### src/rtl/sram_arbiter.sv
// sram_arbiter: two-port round-robin arbiter with bounded lock
// and access sequencer for the 2-bank x 4-lane byte-wide SRAM.
module sram_arbiter #(
  parameter int unsigned MAX_LOCK = 16
) (
  input  logic        hclk,
  input  logic        hresetn,
  input  logic        m0_valid,
  output logic        m0_ready,
  input  logic        m0_write,
  input  logic [15:0] m0_addr,
  input  logic [1:0]  m0_size,
  input  logic [31:0] m0_wdata,
  input  logic        m0_lock,
  output logic        m0_rvalid,
  input  logic        m1_valid,
  output logic        m1_ready,
  input  logic        m1_write,
  input  logic [15:0] m1_addr,
  input  logic [1:0]  m1_size,
  input  logic [31:0] m1_wdata,
  input  logic        m1_lock,
  output logic        m1_rvalid,
  output logic [31:0] rdata,
  output logic [3:0]  bank0_cen,
  output logic [3:0]  bank1_cen,
  output logic        sram_w_en,
  output logic [12:0] sram_addr,
  output logic [31:0] sram_data,
  input  logic [7:0]  sram_q0,
  input  logic [7:0]  sram_q1,
  input  logic [7:0]  sram_q2,
  input  logic [7:0]  sram_q3,
  input  logic [7:0]  sram_q4,
  input  logic [7:0]  sram_q5,
  input  logic [7:0]  sram_q6,
  input  logic [7:0]  sram_q7
);

  typedef enum logic [1:0] {
    IDLE = 2'd0,
    OWN0 = 2'd1,
    OWN1 = 2'd2
  } state_t;

  typedef struct packed {
    logic       vld;
    logic       port;
    logic       bank;
    logic [3:0] mask;
  } rd_t;

  localparam logic [7:0] LOCK_MAX = 8'(MAX_LOCK);

  state_t      state_q;
  state_t      state_d;
  logic        last_q;
  logic [7:0]  lock_cnt_q;
  logic [7:0]  lock_cnt_d;

  logic        own0;
  logic        own1;
  logic        owner_lock;
  logic        hold;
  logic        gnt0;
  logic        gnt1;
  logic        acc;

  logic        sel_write;
  logic [15:0] sel_addr;
  logic [1:0]  sel_size;
  logic [31:0] sel_wdata;
  logic [3:0]  lane_mask;

  rd_t         rd1_q;
  rd_t         rd1_d;
  rd_t         rv_q;
  logic [31:0] lane_q;
  logic [31:0] lane_m;

  assign own0 = (state_q == OWN0);
  assign own1 = (state_q == OWN1);
  assign owner_lock = (own0 & m0_lock) | (own1 & m1_lock);
  assign hold = owner_lock & (lock_cnt_q < LOCK_MAX);

  // state, round-robin pointer and lock counter registers
  always_ff @(posedge hclk or negedge hresetn) begin
    if (!hresetn) begin
      state_q    <= IDLE;
      last_q     <= 1'b1;
      lock_cnt_q <= 8'd0;
    end else begin
      state_q    <= state_d;
      lock_cnt_q <= lock_cnt_d;
      if (acc) last_q <= gnt1;
    end
  end

  // owner tracking: the port granted this cycle owns the next one
  always_comb begin
    state_d = IDLE;
    unique case (1'b1)
      gnt0:    state_d = OWN0;
      gnt1:    state_d = OWN1;
      default: state_d = IDLE;
    endcase
  end

  // grant: lone requester wins, locked owner keeps it while under
  // the bound, otherwise the port that did not win last time
  always_comb begin
    gnt0 = 1'b0;
    gnt1 = 1'b0;
    unique case (1'b1)
      (m0_valid & ~m1_valid): gnt0 = 1'b1;
      (m1_valid & ~m0_valid): gnt1 = 1'b1;
      (m0_valid & m1_valid & hold): begin
        gnt0 = own0;
        gnt1 = own1;
      end
      (m0_valid & m1_valid & ~hold): begin
        gnt0 = last_q;
        gnt1 = ~last_q;
      end
      default: ;
    endcase
  end

  assign m0_ready = gnt0;
  assign m1_ready = gnt1;
  assign acc = gnt0 | gnt1;

  // count re-grants to a locking owner, saturating at the bound
  always_comb begin
    lock_cnt_d = 8'd0;
    if (((gnt0 & own0) | (gnt1 & own1)) & owner_lock) begin
      if (lock_cnt_q == LOCK_MAX) lock_cnt_d = lock_cnt_q;
      else lock_cnt_d = lock_cnt_q + 8'd1;
    end
  end

  // request mux for the accepted port
  always_comb begin
    sel_write = m0_write;
    sel_addr  = m0_addr;
    sel_size  = m0_size;
    sel_wdata = m0_wdata;
    if (gnt1) begin
      sel_write = m1_write;
      sel_addr  = m1_addr;
      sel_size  = m1_size;
      sel_wdata = m1_wdata;
    end
  end

  // byte lanes touched by the access
  always_comb begin
    lane_mask = 4'hF;
    unique case (sel_size)
      2'b00: lane_mask = 4'b0001 << sel_addr[1:0];
      2'b01: lane_mask = sel_addr[1] ? 4'b1100 : 4'b0011;
      default: lane_mask = 4'hF;
    endcase
  end

  // SRAM control launch; idle cycles park cen and w_en high
  always_ff @(posedge hclk or negedge hresetn) begin
    if (!hresetn) begin
      bank0_cen <= 4'hF;
      bank1_cen <= 4'hF;
      sram_w_en <= 1'b1;
      sram_addr <= 13'd0;
      sram_data <= 32'd0;
    end else begin
      bank0_cen <= 4'hF;
      bank1_cen <= 4'hF;
      sram_w_en <= 1'b1;
      if (acc) begin
        if (sel_addr[15]) bank1_cen <= ~lane_mask;
        else bank0_cen <= ~lane_mask;
        sram_w_en <= ~sel_write;
        sram_addr <= sel_addr[14:2];
        sram_data <= sel_wdata;
      end
    end
  end

  assign rd1_d = '{
    vld:  acc & ~sel_write,
    port: gnt1,
    bank: sel_addr[15],
    mask: lane_mask
  };

  // read tag pipeline: launch stage, then return stage
  always_ff @(posedge hclk or negedge hresetn) begin
    if (!hresetn) begin
      rd1_q <= '0;
      rv_q  <= '0;
    end else begin
      rd1_q <= rd1_d;
      rv_q  <= rd1_q;
    end
  end

  assign lane_q = rv_q.bank ?
    {sram_q7, sram_q6, sram_q5, sram_q4} :
    {sram_q3, sram_q2, sram_q1, sram_q0};

  assign lane_m = {
    {8{rv_q.mask[3]}}, {8{rv_q.mask[2]}},
    {8{rv_q.mask[1]}}, {8{rv_q.mask[0]}}
  };

  assign rdata = rv_q.vld ? (lane_q & lane_m) : 32'd0;
  assign m0_rvalid = rv_q.vld & ~rv_q.port;
  assign m1_rvalid = rv_q.vld & rv_q.port;

  a_one_grant: assert property (
    @(posedge hclk) disable iff (!hresetn)
    !(m0_ready && m1_ready)
  );

endmodule

### config.mk
export PLATFORM = sky130hd
export DESIGN_NAME = sram_arbiter
export DESIGN_NICKNAME = d
export VERILOG_FILES = /design/src/rtl/sram_arbiter.sv
export SDC_FILE = /design/constraint.sdc
export NUM_CORES = 1
export LEC_CHECK = 0
export ABC_CLOCK_PERIOD_IN_PS = 1900
export BUFFER_PORTS_ARGS = -buffer_cell sky130_fd_sc_hd__buf_2
export CORE_MARGIN = 3
export CORE_UTILIZATION = 40
export CTS_BUF_LIST = sky130_fd_sc_hd__clkbuf_16
export DETAILED_ROUTE_END_ITERATION = 7
export GPL_TIMING_DRIVEN = 1
export PLACE_DENSITY = 0.75
export SYNTH_ARGS = -nofsm -noshare
export SYNTH_HDL_FRONTEND = slang
export SYNTH_SLANG_ARGS = --single-unit
### constraint.sdc
create_clock -name hclk -period 1.9 [get_ports hclk]
set_clock_uncertainty 0.2 [all_clocks]
set_input_delay 0 -clock hclk [delete_from_list [all_inputs] [get_ports hclk]]
set_output_delay 0 -clock hclk [all_outputs]
set_load 0.05 [all_outputs]
# Yosys cells after proc, flatten, opt, wreduce, memory -nomap -nowiden
# Index checks and enable logic that the tools add are counted.
# W data, S select, Z words.
[word_totals]
input_bits = 172
wordCells = 68
ff_bits = 79
out_inout_bits = 90
[op_classes]
n_lt_le_gt_ge = 1
n_shift = 1
bitwise = 25
reduce_logical = 1
n_addsub = 1
eq_ne = 5
mux = 18
[ops]
columns = ["op", "count"]
rows = [
  ["$mux W32", 3],
  ["$and A32 B32 Y32", 1],
  ["$mux W4", 5],
  ["$mux W16", 1],
  ["$mux W8", 2],
  ["$and A1 B1 Y1", 14],
  ["$add A8 B1 Y8 const B", 1],
  ["$eq A8 B5 Y1 const B", 1],
  ["$lt A8 B5 Y1 const B", 1],
  ["$pmux W4 S2", 1],
  ["$not A1 Y1", 6],
  ["$pmux W1 S3", 2],
  ["$eq A2 B1 Y1 const B", 2],
  ["$not A4 Y4", 1],
  ["$pmux W2 S2", 1],
  ["$shl A1 B2 Y4 const A", 1],
  ["$or A1 B1 Y1", 3],
  ["$eq A2 B2 Y1 const B", 1],
  ["$logic_not A2 Y1", 1],
  ["$mux W1", 2],
  ["$mux W2", 1],
  ["$ne A2 B2 Y1 const B", 1],
]

# Logic depth before layout (Yosys ltp)
[logic_depth]
depth_word = 13
ltp_mapped = 6

# Least setup slack after synthesis
# Ideal clock, no wire load.
[synth_path]
path_type = "register -> register"
from = "reg lock_cnt_q[6]"
to = "reg rd1_q[5] in the netlist's numbering"
stages_incl_launch_ff = 6
required_time_ns = 1.543
path_slack_ns = -0.257
setup_time_ns = 0.157
arrival_ns = 1.800
path_buffers = 1
path_cell_list = "dfrtp_1 > or4_4 > o21ai_4 > o21ai_2 > buf_6 > inv_1"
[synth_between]
elab_chain_len = 5
elab_cells_between_ends = 6
classes_between = "1 x order compare; 1 x mux; 4 x bitwise"
[synth_rtl]
columns = ["item", "line_no", "source"]
rows = [
  ["start, declared", "58", "logic [7:0] lock_cnt_q;"],
  ["start signal, assigned", "94", "lock_cnt_q <= lock_cnt_d;"],
  ["$lt A8 B5 Y1 (*)", "84", "assign hold = owner_lock & (lock_cnt_q < LOCK_MAX);"],
  ["$and A1 B1 Y1 (*)", "84", ""],
  ["$not A1 Y1", "121", "(m0_valid & m1_valid & ~hold): begin"],
  ["$and A1 B1 Y1", "121", ""],
  ["$pmux W1 S3 (*)", "114", "unique case (1'b1)"],
  ["via m1_ready", "17", "output logic m1_ready,"],
  ["end signal, assigned", "201", "rd1_q <= rd1_d;"],
  ["end, declared", "75", "rd_t rd1_q;"],
]
# The timed path passes the listed nets; every way through them passes the cells marked *.
# A chain may end at the register's enable or synchronous reset.

# Worst setup path after layout
[layout_path]
from = "reg lock_cnt_q[7]"
to = "reg sram_data[19]"
[layout_between]
elab_chain_len = 6
elab_cells_between_ends = 9
classes_between = "1 x order compare; 3 x mux; 5 x bitwise"
[layout_rtl]
columns = ["item", "line_no", "source"]
rows = [
  ["$lt A8 B5 Y1 (*)", "84", ""],
  ["$and A1 B1 Y1 (*)", "84", ""],
  ["$not A1 Y1", "121", ""],
  ["$and A1 B1 Y1", "121", ""],
  ["$pmux W1 S3", "114", ""],
  ["$mux W32 or $or A1 B1 Y1 (tied branches)", "148, 131", ""],
  ["end signal, assigned", "183", "sram_data <= sel_wdata;"],
  ["end, declared", "29", "output logic [31:0] sram_data,"],
]
# Every way passes the cells marked *; elsewhere a longest branch is shown, timed or not.

==> impl_metrics.tcl <==
set metrics [dict create \
    synth_area_per_cell_sq_um 10.86 \
    numCtsBuffers 9 \
    worst_slew_pin_slew_ps 476.3 \
    finalNetCount 967 \
    worst-path-buf-inv 2 \
    setup_ws_ps -190.4 \
    drc_errors 0 \
    cp.arrival_ps 2160 \
    start_kind "flip-flop" \
    first_iter_violations 294 \
    synth_adder_area_share 0.005675 \
    cp.required_ps 1970 \
    cts_buffer_depth 2 \
    hold_viol 0 \
    io_pins 262 \
    failed_checks "setup timing" \
    synth_top_family_by_area "multiplexers" \
    portBuffers 261 \
    grt_max_degree 52 \
    clock.fmax_ghz 0.4784 \
    fin_crit_ps 2090 \
    first_pass_iters 4 \
    slew-limit-headroom 0.6825 \
    start_util 0.4196 \
    synth-simple-area-share 0.1234 \
    rsz0062_at_grt "true" \
    core-area_sq_um 10510 \
    antenna_found_initial 5 \
    drv_slew 0 \
    setup-tns-final_ps -7308 \
    syn-cell-area_sq_um 4409 \
    grtUsageTotal 0.2857 \
    synth_nets 580 \
    max_stage_delay_ps 570 \
    layout-drive-gt1-share 0.5125 \
    syn_inst 406 \
    final_util 0.7520 \
    fin_crit_sh 1.100 \
    via_per_inst 5.354 \
    peakVddDrop_mv 0.4784 \
    fillers 679 \
    layout-area-overhead-vs-synth_pct 79.23 \
    worstSetupEndpointType "flip-flop" \
    synthMuxAreaShare 0.1862 \
    die_h_um 111.0 \
    rows 37 \
    routed_wl_mm 18.17 \
    grt_pass1_vias 5309 \
    criticalPathCategory "flip-flop to flip-flop" \
    gp_congestion 1.013 \
    synth_cell_types 41 \
    crit_path_top_delay_cell "or4_4" \
    synth_xor_area_frac 0.01192 \
    die_x_um 111.0 \
    grt_pass1_wl_mm 28.20 \
    clockRootBuffer "clkbuf_16" \
    dp_slack_ps -117.2 \
    crit_family "simple AND/OR/NAND/NOR gates" \
    cts_tree "yes" \
    timing.hold.ws_ps 18.45 \
    die-area_sq_um 12320 \
    outcome "complete, but fails checks" \
    finalSetupViolCount 58 \
    leakagePower_uw 0.003901 \
    synth-seq-cells 79 \
    htreeDepth 3 \
    wl_per_cell_um 19.35 \
    path_cells "or4_4 > o21ai_4 > buf_4 > or2_4 > clkbuf_16 > o221a_2" \
    clock_latency_ps 330 \
    cap_violations 0 \
    seq_area_frac_synth 0.4512 \
    powerDensity_nw_per_um2 795.0 \
    hpwl_mm 11.53 \
    drtAntennaViolNets 0 \
    ys_warn_count 0 \
    synth_compound_area_frac 0.1671 \
    hold_path_class "input port to flip-flop" \
    grt_overflow_total 0 \
    vias 5027 \
    path_clk_slew_ps 70 \
    final_cells 939 \
    numClockSinks 79 \
    dp.cells 797 \
    worst-path-max-fanout 12 \
]
[layout by cell type, fill, tap and decap left out, drive strengths merged, types with 3 or more instances in the layout]
| cell type | netlist | routed |
|---|---|---|
| a21oi | 10 | 10 |
| a2bb2oi | 4 | 4 |
| and2 | 3 | 3 |
| buf | 17 | 291 |
| clkbuf | 9 | 10 |
| clkinv | 0 | 3 |
| dfrtp | 69 | 69 |
| dfstp | 10 | 10 |
| diode | 0 | 5 |
| dlygate4sd3 | 0 | 109 |
| inv | 9 | 9 |
| mux2i | 82 | 82 |
| nand2 | 51 | 51 |
| nand2b | 4 | 4 |
| nand3 | 5 | 5 |
| nor2 | 50 | 50 |
| o21ai | 5 | 5 |
| o221a | 45 | 45 |
| o32a | 4 | 4 |
| or2 | 3 | 3 |
| xor2 | 4 | 4 |
[synthesized netlist by cell type (all sizes together)]
library cell   n  area [sq um]
a21o           1         8.760
o21a           1         7.510
xnor2          2         17.52
nand2b         4         25.02
and3           2         13.77
and3b          2         17.52
o32ai          2         17.52
o21ai          5         40.04
a2bb2oi        4         35.03
mux2i         82         820.8
clkbuf         9         33.78
dfrtp         69          1727
nor2          50         187.7
a31oi          1         6.260
nand3          5         25.02
inv            9         33.78
or4            1         11.26
a22o           1         8.760
nand3b         2         15.01
buf           17         172.7
nor3           1         5.000
nand2         51         191.4
a32oi          1         8.760
nand4          1         6.260
nor2b          1         6.260
a21oi         10         50.05
or2            3         21.27
o32a           4         40.04
dfstp         10         262.8
and2           3         18.77
xor2           4         35.03
ha             2         25.02
a22oi          1         7.510
o221a         45         506.7
[report_power, final]
part           total [uW]  switching, uW  internal [uW]  leakage [uW]
combinational        2460           1500            956       0.00283
sequential           2010            122           1890      0.000914
clock                1810            670           1140      0.000154
total                6280           2300           3990       0.00390
[area by class of cell]
| type | instances | area (sq um) | share of cell area |
|---|---|---|---|
| sequential | 79 | 1989 | 0.2517 |
| timing repair buffer | 402 | 2840 | 0.3594 |
| clock buffer | 9 | 225.2 | 0.02850 |
| multi-input combinational | 292 | 2539 | 0.3212 |
| antenna | 5 | 12.51 | 0.001583 |
| tap | 136 | 170.2 | 0.02153 |
| clock inverter | 7 | 88.84 | 0.01124 |
| inverter | 9 | 37.54 | 0.004750 |
[sequential cells by signal, indices dropped and copies added (netlist names)]
register,flops
bank1_cen,4
last_q,1
state_q,2
sram_w_en,1
sram_data,32
lock_cnt_q,8
sram_addr,13
rd1_q,7
rv_q,3
bank0_cen,4
lane_m,4
[per-stage QoR]
| step | total power [uW] | area (sq um) |
|---|---|---|
| after floorplan | 3534 | 4722 |
| after global placement | 4112 | 6245 |
| after detailed placement | 4159 | 6245 |
| after CTS | 6232 | 7828 |
| after global routing | 6523 | 7903 |
| final | 6282 | 7903 |
[path summary, 6_finish.rpt]
check	startpoint	end	slack (ps)	cells after the start
setup reg to reg	lock_cnt_q[7]	sram_data[19]	-190	6
min in group asynchronous	hresetn	sram_data[17]	520	3
hold reg to reg	rd1_q[2]	lane_m[16]	150	0
max in group asynchronous	hresetn	last_q	300	4
hold / removal	m0_size[0]	bank1_cen[1]	20	5
setup / recovery	lock_cnt_q[7]	sram_data[19]	-190	6
[what timing repair did]
| action | in CTS | in global routing |
|---|---|---|
| pin swaps | 6 | 1 |
| setup buffers | 7 | 1 |
| gates cloned | 2 | 1 |
| endpoints found under the hold margin | 131 | 5 |
| setup endpoints to repair | 62 | 63 |
| hold buffers | 110 | 1 |
| resized for setup | 19 | 6 |
[logic make-up after synthesis]
logic type / count (synthesis)
compound gates: 76
mux: 82
flops: 79
buf+inv: 35
xor+xnor: 6
fa+ha+maj: 2
simple gates: 126
[layer usage]
metal	wire length [um]	vias up	track usage
met2	9662	255	0.5259
met3	946	72	0.06168
met5	0	-	0
met1	6520	2410	0.2984
li1	-	2290	-
met4	1040	0	0.1617
[worst reg2reg max path, delay by kind of cell, from the launching register on]
family / cells / cell delay, ps
AOI/OAI and AO/OA: 2 / 390
buffers and inverters: 2 / 330
DFF: 1 / 380
and+or+nand+nor: 2 / 740
(Power assumes the default switching activity.)
